[config.mk]
export PLATFORM = sky130hd
export DESIGN_NAME = my_pecell_rst_seq
export DESIGN_NICKNAME = d
export VERILOG_FILES = /design/src/rtl/my_pecell_rst_pkg.sv /design/src/rtl/my_pecell_rst_sync.sv /design/src/rtl/my_pecell_rst_seq.sv
export SDC_FILE = /design/constraint.sdc
export NUM_CORES = 1
export LEC_CHECK = 0
export BUFFER_PORTS_ARGS = -buffer_cell sky130_fd_sc_hd__buf_4
export CORE_UTILIZATION = 50
export DETAILED_ROUTE_END_ITERATION = 10
export PLACE_DENSITY = 0.8
export SYNTH_ARGS = -nofsm -noshare
export SYNTH_HDL_FRONTEND = slang
export SYNTH_SLANG_ARGS = --single-unit
[constraint.sdc]
create_clock -name clk -period 6.27 [get_ports clk]
set_clock_uncertainty 0.15 [all_clocks]
set_input_delay 0.627 -clock clk [delete_from_list [all_inputs] [get_ports clk]]
set_output_delay 0.627 -clock clk [all_outputs]
set_load 0.005 [all_outputs]
[src/rtl/my_pecell_rst_pkg.sv]
// Shared types and default constants for the PE-cell reset sequencer.
package my_pecell_rst_pkg;

   typedef enum logic [2:0] {
      SYNC,
      HOLD,
      RELEASE,
      RUN,
      SOFT
   } rst_seq_state_e;

   localparam int PECELL_SYNC_STAGES = 2;
   localparam int PECELL_HOLD_CYCLES = 16;
   localparam int PECELL_STAGGER     = 4;

   // Soft-reset low time is an 8-bit quantity.
   localparam int PECELL_LEN_W = 8;

   function automatic int max2(input int a, input int b);
      return (a > b) ? a : b;
   endfunction

endpackage

[src/rtl/my_pecell_rst_sync.sv]
// Reset-release synchroniser: asynchronous clear, release shifted in over
// SYNC_STAGES rising edges.
module my_pecell_rst_sync #(
   parameter int SYNC_STAGES = 2
) (
   input  logic clk,
   input  logic rst_n,
   output logic rst_n_sync
);

   if (SYNC_STAGES < 2) begin : g_bad_stages
      $error("my_pecell_rst_sync: SYNC_STAGES must be >= 2");
   end

   logic [SYNC_STAGES-1:0] sync_q;

   // NOTE: sequential state uses non-blocking assignments so every flop
   // samples the pre-edge value of its neighbour.
   always_ff @(posedge clk or negedge rst_n) begin
      if (!rst_n) begin
         sync_q <= '0;
      end else begin
         sync_q <= {sync_q[SYNC_STAGES-2:0], 1'b1};
      end
   end

   assign rst_n_sync = sync_q[SYNC_STAGES-1];

endmodule

[src/rtl/my_pecell_rst_seq.sv]
// Staggered per-channel reset sequencer with divided clock enables.
// Optional soft-reset support is compiled in with `define PECELL_SW_RST_EN.
module my_pecell_rst_seq
   import my_pecell_rst_pkg::*;
#(
   parameter int NUM_CH      = 4,
   parameter int SYNC_STAGES = PECELL_SYNC_STAGES,
   parameter int HOLD_CYCLES = PECELL_HOLD_CYCLES,
   parameter int STAGGER     = PECELL_STAGGER,
   parameter int DIV_W       = 8
) (
   input  logic              clk,
   input  logic              rst_n,
   input  logic              sw_rst_req,
   input  logic [7:0]        sw_rst_len,
   input  logic [DIV_W-1:0]  div_ratio,
   output logic [NUM_CH-1:0] ch_rst_n,
   output logic [NUM_CH-1:0] ch_clk_en,
   output logic              busy,
   output logic              done
);

   if (NUM_CH < 1) begin : g_bad_num_ch
      $error("my_pecell_rst_seq: NUM_CH must be >= 1");
   end
   if (HOLD_CYCLES < 1) begin : g_bad_hold
      $error("my_pecell_rst_seq: HOLD_CYCLES must be >= 1");
   end
   if (STAGGER < 1) begin : g_bad_stagger
      $error("my_pecell_rst_seq: STAGGER must be >= 1");
   end
   if (DIV_W < 1) begin : g_bad_div_w
      $error("my_pecell_rst_seq: DIV_W must be >= 1");
   end

   // One phase counter serves HOLD, RELEASE and SOFT; size it for the longest.
   localparam int REL_MAX = (NUM_CH - 1) * STAGGER;
   localparam int CNT_MAX = max2(max2(HOLD_CYCLES, REL_MAX), (1 << PECELL_LEN_W) - 1);
   localparam int CNT_W   = $clog2(CNT_MAX) + 1;

   localparam logic [CNT_W-1:0] HOLD_LAST = CNT_W'(HOLD_CYCLES - 1);
   localparam logic [CNT_W-1:0] REL_LAST  = CNT_W'(REL_MAX);

   rst_seq_state_e    state_q, state_d;
   logic [CNT_W-1:0]  cnt_q, cnt_d;
   logic [NUM_CH-1:0] ch_rst_n_q, ch_rst_n_d;
   logic [NUM_CH-1:0] en_q, en_d;
   logic              busy_q, busy_d;
   logic              done_q, done_d;
   logic [DIV_W-1:0]  div_cnt_q, div_cnt_d;
   logic [DIV_W-1:0]  div_q, div_d;
   logic              rst_n_sync;
   logic              enter_release;
   logic              tick;

   my_pecell_rst_sync #(
      .SYNC_STAGES (SYNC_STAGES)
   ) u_sync (
      .clk        (clk),
      .rst_n      (rst_n),
      .rst_n_sync (rst_n_sync)
   );

`ifdef PECELL_SW_RST_EN
   logic [PECELL_LEN_W-1:0] len_q, len_d;
`else
   logic unused_sw_rst;
   assign unused_sw_rst = ^{sw_rst_req, sw_rst_len};
`endif

   // NOTE: every always_comb output gets a default first so no path leaves
   // a signal unassigned and infers a latch.
   always_comb begin
      state_d       = state_q;
      cnt_d         = cnt_q;
      ch_rst_n_d    = ch_rst_n_q;
      busy_d        = busy_q;
      done_d        = 1'b0;
      enter_release = 1'b0;
`ifdef PECELL_SW_RST_EN
      len_d         = len_q;
`endif

      unique case (state_q)
         SYNC: begin
            if (rst_n_sync) begin
               if (HOLD_CYCLES == 1) begin
                  enter_release = 1'b1;
               end else begin
                  state_d = HOLD;
                  cnt_d   = CNT_W'(1);
               end
            end
         end

         HOLD: begin
            if (cnt_q == HOLD_LAST) begin
               enter_release = 1'b1;
            end else begin
               cnt_d = cnt_q + 1'b1;
            end
         end

         RELEASE: begin
            cnt_d = cnt_q + 1'b1;
            for (int i = 1; i < NUM_CH; i++) begin
               if (cnt_d == CNT_W'(i * STAGGER)) begin
                  ch_rst_n_d[i] = 1'b1;
               end
            end
            if (cnt_d == REL_LAST) begin
               state_d = RUN;
               busy_d  = 1'b0;
               done_d  = 1'b1;
            end
         end

         RUN: begin
`ifdef PECELL_SW_RST_EN
            if (sw_rst_req) begin
               state_d    = SOFT;
               ch_rst_n_d = '0;
               busy_d     = 1'b1;
               cnt_d      = '0;
               len_d      = (sw_rst_len == '0) ? PECELL_LEN_W'(1) : sw_rst_len;
            end
`endif
         end

         SOFT: begin
`ifdef PECELL_SW_RST_EN
            // Low time elapses one edge after the counter reaches L.
            if (cnt_q == {{(CNT_W-PECELL_LEN_W){1'b0}}, len_q}) begin
               if (HOLD_CYCLES == 1) begin
                  enter_release = 1'b1;
               end else begin
                  state_d = HOLD;
                  cnt_d   = CNT_W'(1);
               end
            end else begin
               cnt_d = cnt_q + 1'b1;
            end
`else
            state_d = SYNC;
`endif
         end

         default: state_d = SYNC;
      endcase

      if (enter_release) begin
         ch_rst_n_d[0] = 1'b1;
         cnt_d         = '0;
         if (NUM_CH == 1) begin
            state_d = RUN;
            busy_d  = 1'b0;
            done_d  = 1'b1;
         end else begin
            state_d = RELEASE;
         end
      end
   end

   always_comb begin
      tick      = (state_q != SYNC) && (div_cnt_q == div_q);
      div_cnt_d = div_cnt_q;
      div_d     = div_q;
      if (state_q != SYNC) begin
         if (tick) begin
            div_cnt_d = '0;
            div_d     = div_ratio;
         end else begin
            div_cnt_d = div_cnt_q + 1'b1;
         end
      end
      // Gating with the next value too keeps the enable low on a soft-reset edge.
      en_d = {NUM_CH{tick}} & ch_rst_n_q & ch_rst_n_d;
   end

   always_ff @(posedge clk or negedge rst_n) begin
      if (!rst_n) begin
         state_q    <= SYNC;
         cnt_q      <= '0;
         ch_rst_n_q <= '0;
         en_q       <= '0;
         busy_q     <= 1'b1;
         done_q     <= 1'b0;
         div_cnt_q  <= '0;
         div_q      <= '0;
      end else begin
         state_q    <= state_d;
         cnt_q      <= cnt_d;
         ch_rst_n_q <= ch_rst_n_d;
         en_q       <= en_d;
         busy_q     <= busy_d;
         done_q     <= done_d;
         div_cnt_q  <= div_cnt_d;
         div_q      <= div_d;
      end
   end

`ifdef PECELL_SW_RST_EN
   always_ff @(posedge clk or negedge rst_n) begin
      if (!rst_n) begin
         len_q <= '0;
      end else begin
         len_q <= len_d;
      end
   end
`endif

   assign ch_rst_n  = ch_rst_n_q;
   assign ch_clk_en = en_q;
   assign busy      = busy_q;
   assign done      = done_q;

endmodule
# After elaboration in Yosys (flattened, before gate mapping)
# Index checks and enable logic that the tools add are counted.
[word_totals]
register_bits = 40
latch_bits = 0
ramBits = 0
mem_bits_ro = 0
inputBits = 19
out_inout_bits = 10
memories = 0
[classes]
add_sub_neg = 2
n_mul = 0
div = 0
n_lt_le_gt_ge = 0
n_eq_ne = 12
shift = 0
mux = 18
bitwise_logic = 2
reduce_logical = 9
[ops]
columns = ["operator", "count"]
rows = [
  ["$eq A9 B4 Y1 const B", 3],
  ["$mux W9", 3],
  ["$pmux W9 S3", 1],
  ["$mux W3", 4],
  ["$add A9 B1 Y9 const B", 1],
  ["$eq A9 B3 Y1 const B", 1],
  ["$pmux W3 S3", 1],
  ["$add A8 B1 Y8 const B", 1],
  ["$and A4 B4 Y4", 2],
  ["$eq A8 B8 Y1", 1],
  ["$mux W1", 8],
  ["$mux W8", 1],
  ["$eq A3 B2 Y1 const B", 2],
  ["$ne A3 B3 Y1 const B", 2],
  ["$reduce_and A3 Y1", 2],
  ["$reduce_and A2 Y1", 2],
  ["$reduce_bool A4 Y1", 1],
  ["$eq A3 B1 Y1 const B", 1],
  ["$logic_not A3 Y1", 1],
  ["$ne A3 B2 Y1 const B", 1],
  ["$reduce_bool A3 Y1", 1],
  ["$ne A2 B1 Y1 const B", 1],
  ["$reduce_or A2 Y1", 1],
  ["$logic_and A1 B1 Y1", 1],
]

# Longest topological paths before layout
# Gate-level depths: netlist of the first run.
[logic_depth]
ltp_word = 5
mapped_depth = 8
ltp_nobuf = 7

# Modules after synthesis
# Synthesis of the first run repeated with hierarchy kept, for this count alone.
[hier_totals]
hier_cells = 188
hier_area_um2 = 1981.9
[by_module_without_submodules]
columns = ["module", "instances", "cells_each", "area_each_um2"]
rows = [
  ["my_pecell_rst_seq", 1, 185, 1928.1],
  ["my_pecell_rst_sync", 1, 3, 53.8],
]

# Worst setup path after synthesis of the first run
# Ideal clock, no wire load.
[synth_timing]
path_type = "register to register"
startpoint = "reg cnt_q[0]"
endpoint = "reg state_q[0]"
setup_time_ps = 80
arrival_time_ps = 1811
path_slack_ps = 4229
stages_incl_launch_ff = 7
n_path_buf = 0
synth_period_minus_slack_ps = 2041
path_cell_list = "dfrtp_1 ha_1 or3_1 nand2_1 a32oi_2 or4_4 o211ai_2"
[synth_between]
elab_chain_len = 5
elab_cells_between_ends = 10
cone_classes = "add/sub (1); eq/ne (5); mux (3); reduce/logical (1)"
[synth_rtl]
columns = ["element", "line", "rtl"]
rows = [
  ["from (decl)", "my_pecell_rst_seq.sv:45", "logic [CNT_W-1:0] cnt_q, cnt_d;"],
  ["from (signal assigned)", "my_pecell_rst_seq.sv:192", "cnt_q <= cnt_d;"],
  ["parallel branches: the longest is 5 deep, another holds $add A9 B1 Y9", "--", ""],
  ["to (signal assigned)", "my_pecell_rst_seq.sv:191", "state_q <= state_d;"],
  ["to (decl)", "my_pecell_rst_seq.sv:44", "rst_seq_state_e state_q, state_d;"],
]
# Parallel ways; which one is timed is not known.
# A chain may end at the register's enable or synchronous reset.

# Worst setup path in the final report of the first run
[layout_timing]
startpoint = "reg state_q[0]"
endpoint = "reg div_q[0]"
[layout_between]
elab_chain_len = 3
[layout_rtl]
columns = ["element", "line", "rtl"]
rows = [
  ["$reduce_bool A3 Y1 *", "my_pecell_rst_seq.sv:165, my_pecell_rst_seq.sv:168", ""],
  ["$logic_and A1 B1 Y1", "my_pecell_rst_seq.sv:165", "tick = (state_q != SYNC) && (div_cnt_q == div_q);"],
  ["$reduce_and A2 Y1 (no source line) *", "--", ""],
  ["to (signal assigned)", "my_pecell_rst_seq.sv:198", "div_q <= div_d;"],
  ["to (decl)", "my_pecell_rst_seq.sv:51", "logic [DIV_W-1:0] div_q, div_d;"],
]
# Every way passes the cells marked *; elsewhere a longest branch is shown, timed or not.

==> impl_metrics.sql, run 1 <==
INSERT INTO impl_metrics (metric_group, metric, value, unit) VALUES
('outcome', 'status', 'finished clean', ''),
('timing', 'finalHoldViolCount', '0', ''),
('finish', 'drive_gt1_frac', '0.187', ''),
('clock_network', 'post_cts_buffers', '0', ''),
('global_routing', 'grt_use_total', '0.198', ''),
('pwr', 'power.share.clock', '0.211', ''),
('worst_setup_path', 'critical-path-max-stage-delay', '0.80', 'ns'),
('yosys', 'synth-edff-count', '0', ''),
('global_routing', 'antenna_found_initial', '0', ''),
('placement', 'dpl.cell_count', '254', ''),
('worst_setup_path', 'critPathSlowestCell', 'sky130_fd_sc_hd__nor4_2', ''),
('timing', 'maxClockFrequency', '384', 'MHz'),
('pwr', 'p_int', '534', 'uW'),
('floorplan', 'starting_density', '0.537', ''),
('route', 'viasPerCell', '5.57', ''),
('route', 'post-route-drc-count', '0', ''),
('clock_network', 'root_buffer', 'sky130_fd_sc_hd__clkbuf_8', ''),
('finish', 'instances_no_fill', '262', ''),
('yosys', 'synth-warning-count', '0', ''),
('clock_network', 'cts_buffer_count', '5', ''),
('worst_setup_path', 'setup.worst_path.end_class', 'register', ''),
('floorplan', 'coreArea', '0.00380', 'sq mm'),
('floorplan', 'rows', '22', ''),
('yosys', 'post_synth_instance_area', '0.00204', 'sq mm'),
('worst_setup_path', 'critical_path_class', 'reg2reg', ''),
('min_path', 'hp-class', 'in2async', ''),
('yosys', 'yosys-top-cells-count', 'sky130_fd_sc_hd__dfrtp_1 (38), sky130_fd_sc_hd__nand2_1 (19), sky130_fd_sc_hd__nor2_1 (12)', ''),
('clock_network', 'holdBufCountCts', '0', ''),
('clock_network', 'cts_tree', 'yes', ''),
('pwr', 'power_frac_comb', '0.333', ''),
('floorplan', 'dieWidth', '65.9', 'microns'),
('worst_setup_path', 'path_delay_family', 'simple AND/OR/NAND/NOR gates', ''),
('timing', 'drv_slew', '0', ''),
('yosys', 'synth_sequential_area_ratio', '0.479', ''),
('route', 'antenna_violating_nets_post_route', '0', ''),
('clock_network', 'htree_levels', '2', ''),
('route', 'dr.first_iter.drc_count', '114', ''),
('yosys', 'post_synth.cell_area_avg', '10.4', 'sq um'),
('clock_network', 'cts.clk_slew.worst_paths', '0.08', 'ns'),
('floorplan', 'die_area', '0.00434', 'sq mm'),
('route', 'wirelength', '3690', 'microns'),
('finish', 'finalNetCount', '240', ''),
('worst_setup_path', 'start_kind', 'register', ''),
('yosys', 'synth.top_cell.area_share', '0.466', ''),
('run', 'maxCapViolCount', '0', ''),
('yosys', 'share_of_flip_flops_with_an_asynchronous_set_or_reset_after_synthesis', '1.00', ''),
('worst_setup_path', 'worst_ep_required_time', '6.31', 'ns'),
('global_routing', 'global_route.overflow_total', '0', ''),
('finish', 'synthToLayoutAreaGrowth', '12.6', '%'),
('placement', 'place.detailed.hpwl', '2570', 'microns'),
('global_routing', 'number_of_global_route_vias_before_repair', '1379', ''),
('floorplan', 'top_level_ports', '29', ''),
('yosys', 'synth.distinct_cells', '47', ''),
('route', 'routed-via-count', '1459', ''),
('timing', 'slew-limit-headroom', '0.424', ''),
('finish', 'insertedDiodeCount', '0', ''),
('timing', 'post-route-period-util', '0.416', ''),
('timing', 'post-route-worst-setup-slack', '3.66', 'ns'),
('floorplan', 'die-height', '65.9', 'microns'),
('timing', 'timing.final.crit_period', '2.61', 'ns'),
('route', 'detailedRoute.firstPassIterationCount', '4', ''),
('placement', 'routabilityCongestion', '0.788', ''),
('timing', 'setup_repair_after_global_routing_missed_its_margin', 'false', ''),
('route', 'wl_per_cell', '14.1', 'microns'),
('clock_network', 'worst_skew_pair.late_latency', '0.30', 'ns'),
('global_routing', 'grt_start_max_net_pins', '40', ''),
('pwr', 'power.leakage', '1.07', 'nW'),
('yosys', 'synth_fp_nets', '223', ''),
('worst_setup_path', 'timing.critical_path.fanout_max', '11', ''),
('timing', 'tightestPinTransition', '0.857', 'ns'),
('yosys', 'synth_area_leaders', 'sky130_fd_sc_hd__dfrtp_1 (47%), sky130_fd_sc_hd__ha_1 (4.9%), sky130_fd_sc_hd__xnor2_1 (3.9%)', '');
worst register-to-register path, delay by kind of cell, from the launching register on:
family	cells	cell delay [ns]
adder cells (fa/ha/maj)	1	0.32
buffers and inverters	2	0.43
flip-flops	1	0.44
multiplexers	1	0.35
AND/OR/NAND/NOR	1	0.81
power by group through the flow:
stage          Combinational (mW)  Sequential (mW)  Clock (mW)
2_1_floorplan               0.230            0.362           0
3_3_place_gp                0.264            0.382           0
3_5_place_dp                0.276            0.385           0
4_1_cts                     0.278            0.381       0.179
5_1_grt                     0.310            0.391       0.191
6_report                    0.277            0.380       0.175
registers in the layout, indices dropped and copies added (netlist names):
signal,count
done,1
ch_rst_n,4
state_q,2
ch_clk_en,4
u_sync.sync_q,2
div_q,8
div_cnt_q,8
busy,1
cnt_q,9
path summary, 6_finish.rpt:
kind	slack (ns)	depth (start not counted)	from	endpoint
max in group asynchronous	5.47	1	rst_n	busy$_DFFE_PN1P_
max reg2reg	3.66	5	state_q[0]$_DFFE_PN0P_	div_q[0]$_DFFE_PN0P_
min reg2reg	0.20	0	u_sync.sync_q[0]$_DFF_PN0_	u_sync.sync_q[1]$_DFF_PN0_
max	3.66	5	state_q[0]$_DFFE_PN0P_	div_q[0]$_DFFE_PN0P_
min	0.14	1	rst_n	div_q[4]$_DFFE_PN0P_
min in group clk	0.20	0	u_sync.sync_q[0]$_DFF_PN0_	u_sync.sync_q[1]$_DFF_PN0_
stage by stage:
stage,instance area (sq um),util,total power [mW]
2_1_floorplan,2040,-,0.592
3_3_place_gp,2210,0.581,0.645
3_5_place_dp,2210,0.581,0.661
4_1_cts,2300,0.605,0.837
5_1_grt,2300,0.605,0.893
6_report,2300,0.605,0.833
layout by cell type, fill, tap and decap left out, types with 2 or more instances in the layout:
cell / count
sky130_fd_sc_hd__nand3_1: 10
sky130_fd_sc_hd__nand4_1: 6
sky130_fd_sc_hd__mux2i_1: 2
sky130_fd_sc_hd__nor3_1: 4
sky130_fd_sc_hd__a22o_1: 3
sky130_fd_sc_hd__buf_4: 20
sky130_fd_sc_hd__mux2_2: 4
sky130_fd_sc_hd__xnor2_1: 9
sky130_fd_sc_hd__a21oi_1: 3
sky130_fd_sc_hd__mux2_1: 5
sky130_fd_sc_hd__inv_1: 2
sky130_fd_sc_hd__and3_1: 5
sky130_fd_sc_hd__nor2_1: 12
sky130_fd_sc_hd__clkbuf_8: 6
sky130_fd_sc_hd__ha_1: 8
sky130_fd_sc_hd__a21o_1: 3
sky130_fd_sc_hd__a31oi_1: 4
sky130_fd_sc_hd__and2_1: 5
sky130_fd_sc_hd__or3_1: 2
sky130_fd_sc_hd__dfrtp_1: 38
sky130_fd_sc_hd__nand2_1: 19
sky130_fd_sc_hd__nand2b_1: 4
sky130_fd_sc_hd__o21ai_0: 7
sky130_fd_sc_hd__nor2b_1: 3
sky130_fd_sc_hd__xor2_1: 6
layout make-up:
cell class | count | area [sq um]
fillers | 321 | 1500
multi-input cells | 145 | 1010
flip-flops and latches | 39 | 977
repair buffers | 20 | 150
clock buffers | 7 | 86.3
well taps | 48 | 60.1
inverters | 2 | 7.51
clock inverters | 1 | 5.00
cell families after synthesis:
family,synth area share
flops,0.479
mux,0.0595
other cells,0.00184
simple gates,0.224
fa+ha+maj,0.0491
compound gates,0.0944
buf+inv,0.0282
xor+xnor,0.0644
per-layer routing:
layer	global-route usage	wire, microns	vias up
met3	0.0569	166	5
li1	-	-	723
met1	0.256	1710	701
met2	0.307	1750	30
met5	0	0	-
met4	0.0815	63	0
No activity file was read; power rests on OpenSTA's default activity.
==> run 2: changes to the inputs <==
==> constraint.sdc (replaced) <==
create_clock -name clk -period 2.6 [get_ports clk]
set_clock_uncertainty 0.15 [all_clocks]
set_input_delay 0.26 -clock clk [delete_from_list [all_inputs] [get_ports clk]]
set_output_delay 0.26 -clock clk [all_outputs]
set_load 0.005 [all_outputs]
==> impl_metrics.sql, run 2 (same netlist as run 1, synthesis figures left out) <==
INSERT INTO impl_metrics (metric_group, metric, value, unit) VALUES
('clock_network', 'cts.clk_slew.worst_paths', '0.08', 'ns'),
('placement', 'routabilityCongestion', '0.838', ''),
('route', 'post-route-drc-count', '0', ''),
('clock_network', 'clockBufferDepth', '2', ''),
('timing', 'maxClockFrequency', '455', 'MHz'),
('timing', 'finalSetupViolCount', '0', ''),
('route', 'wirelength', '3610', 'microns'),
('worst_setup_path', 'critical_path_class', 'reg2reg', ''),
('outcome', 'status', 'finished clean', ''),
('finish', 'layout_common_cells', 'sky130_fd_sc_hd__dfrtp_1 (38), sky130_fd_sc_hd__buf_4 (23), sky130_fd_sc_hd__nand2_1 (19)', ''),
('timing', 'post-route-period-util', '0.845', ''),
('global_routing', 'wire_length_of_the_first_global_routing_pass', '6710', 'microns'),
('finish', 'top_regs', 'cnt_q (9), div_cnt_q (8), div_q (8)', ''),
('worst_setup_path', 'setup.worst_path.end_class', 'register', ''),
('min_path', 'timing.hold.worst.start', 'div_ratio[6]', ''),
('floorplan', 'rows', '22', ''),
('timing', 'totalNegativeSetupSlack', '0', 'ns'),
('finish', 'finalNetCount', '244', ''),
('worst_setup_path', 'setup.worst_path.start', 'cnt_q[0]$_DFFE_PN0P_', ''),
('global_routing', 'antenna_found_initial', '0', ''),
('finish', 'filler_cell_count', '305', ''),
('global_routing', 'number_of_global_route_vias_before_repair', '1507', ''),
('placement', 'io_buffer_count', '19', ''),
('timing', 'setup_repair_after_global_routing_missed_its_margin', 'false', ''),
('finish', 'layout_commonest_cell', 'sky130_fd_sc_hd__dfrtp_1', ''),
('clock_network', 'root_buffer', 'sky130_fd_sc_hd__clkbuf_8', ''),
('finish', 'number_of_flip_flops_under_the_largest_register_name', '9', ''),
('worst_setup_path', 'worst_ep_required_time', '2.67', 'ns'),
('route', 'viasPerCell', '5.56', ''),
('floorplan', 'top_level_ports', '29', ''),
('floorplan', 'starting_density', '0.537', ''),
('worst_setup_path', 'timing.critical_path.fanout_max', '8', ''),
('pwr', 'power.density_cell_area', '916', 'mW/mm^2'),
('timing', 'drv_slew', '0', ''),
('clock_network', 'holdBufCountCts', '1', ''),
('floorplan', 'coreArea', '0.00380', 'sq mm'),
('worst_setup_path', 'path_delay_family', 'simple AND/OR/NAND/NOR gates', ''),
('timing', 'finalHoldViolCount', '0', ''),
('worst_setup_path', 'critical-path-max-stage-delay', '0.56', 'ns'),
('floorplan', 'die_area', '0.00434', 'sq mm'),
('clock_network', 'htree_levels', '2', ''),
('route', 'dr.first_iter.drc_count', '94', ''),
('finish', 'final_core_util', '0.625', ''),
('finish', 'insertedDiodeCount', '0', ''),
('timing', 'timing.final.crit_period', '2.20', 'ns'),
('floorplan', 'die-height', '65.9', 'microns'),
('clock_network', 'worst_skew_pair.late_latency', '0.29', 'ns'),
('clock_network', 'cts_repair_resize_count', '0', ''),
('worst_setup_path', 'crit-reg2reg-launch', 'cnt_q[0]$_DFFE_PN0P_', ''),
('finish', 'synthToLayoutAreaGrowth', '16.2', '%'),
('clock_network', 'cts.sinks', '39', ''),
('clock_network', 'cts_tree', 'yes', ''),
('min_path', 'hp-class', 'in2reg', ''),
('global_routing', 'grt_use_total', '0.203', ''),
('route', 'wl_per_cell', '13.6', 'microns'),
('floorplan', 'dieWidth', '65.9', 'microns'),
('run', 'maxCapViolCount', '0', ''),
('finish', 'drive_gt1_frac', '0.197', ''),
('placement', 'place.detailed.hpwl', '2570', 'microns'),
('route', 'detailedRoute.firstPassIterationCount', '4', ''),
('worst_setup_path', 'path_cells', 'ha_1 > and3_1 > nand2_1 > a2bb2oi_1 > or4_4 > o211ai_2', ''),
('clock_network', 'cts_buffer_count', '5', ''),
('pwr', 'power.leakage', '1.11', 'nW'),
('global_routing', 'global_route.overflow_total', '0', ''),
('worst_setup_path', 'critPathSlowestCell', 'sky130_fd_sc_hd__or4_4', ''),
('worst_setup_path', 'start_kind', 'register', ''),
('worst_setup_path', 'cp.buffers_inverters', '0', ''),
('global_routing', 'grt_start_max_net_pins', '40', ''),
('clock_network', 'post_cts_buffers', '0', ''),
('route', 'routed-via-count', '1479', ''),
('route', 'antenna_violating_nets_post_route', '0', ''),
('pwr', 'irDropWorstVdd', '490', 'uV'),
('finish', 'max_flop_register', 'cnt_q', ''),
('worst_setup_path', 'arrival', '2.26', 'ns');
run 2: final cells by class:
class | count | area [sq um] | share of cell area
clock inverters | 2 | 60.1 | 0.0253
flip-flops and latches | 39 | 977 | 0.412
clock buffers | 6 | 72.6 | 0.0306
multi-input cells | 145 | 1010 | 0.427
inverters | 2 | 7.51 | 0.00316
repair buffers | 24 | 183 | 0.0770
well taps | 48 | 60.1 | 0.0253
run 2: final timing paths:
| check | endpoint | slack (ns) | cells past startpoint |
|---|---|---|---|
| setup / recovery | state_q[0]$_DFFE_PN0P_ | 0.40 | 6 |
| max in group asynchronous | busy$_DFFE_PN1P_ | 1.62 | 2 |
| hold / removal | div_q[6]$_DFFE_PN0P_ | 0.04 | 2 |
| min in group asynchronous | cnt_q[8]$_DFFE_PN0P_ | 0.32 | 2 |
| setup reg to reg | state_q[0]$_DFFE_PN0P_ | 0.40 | 6 |
| hold reg to reg | u_sync.sync_q[1]$_DFF_PN0_ | 0.20 | 0 |
run 2: power breakdown:
part | internal [mW] | switching (mW) | leakage, nW
registers | 0.749 | 0.165 | 0.509
logic | 0.331 | 0.336 | 0.535
clock network | 0.384 | 0.208 | 0.0654
run 2: metal layers:
layer,GRT usage,share of wire,up-vias
li1,-,-,727
met3,0.0586,0.051,7
met2,0.310,0.46,43
met5,0,0,-
met4,0.0924,0.017,0
met1,0.265,0.47,702
run 2: worst reg2reg max path, delay by kind of cell (launching register included):
| kind | cells | cell delay, ns |
|---|---|---|
| AND/OR/NAND/NOR | 3 | 0.90 |
| flip-flops | 1 | 0.45 |
| adder cells (fa/ha/maj) | 1 | 0.33 |
| AO/OA/AOI/OAI | 2 | 0.29 |
run 2: through the flow:
step / cell area, sq um / std cells / hold slack [ns] / power [mW] / worst slack [ns]
floorplan: 2040 / 196 / -0.186 / 1.43 / 0.559
global placement: 2230 / 257 / 0.109 / 1.57 / 0.465
detailed placement: 2230 / 257 / 0.119 / 1.60 / 0.442
CTS: 2370 / 266 / 0.0383 / 2.19 / 0.419
global route: 2370 / 266 / 0.0302 / 2.36 / 0.229
finish: 2370 / 266 / 0.0385 / 2.17 / 0.404
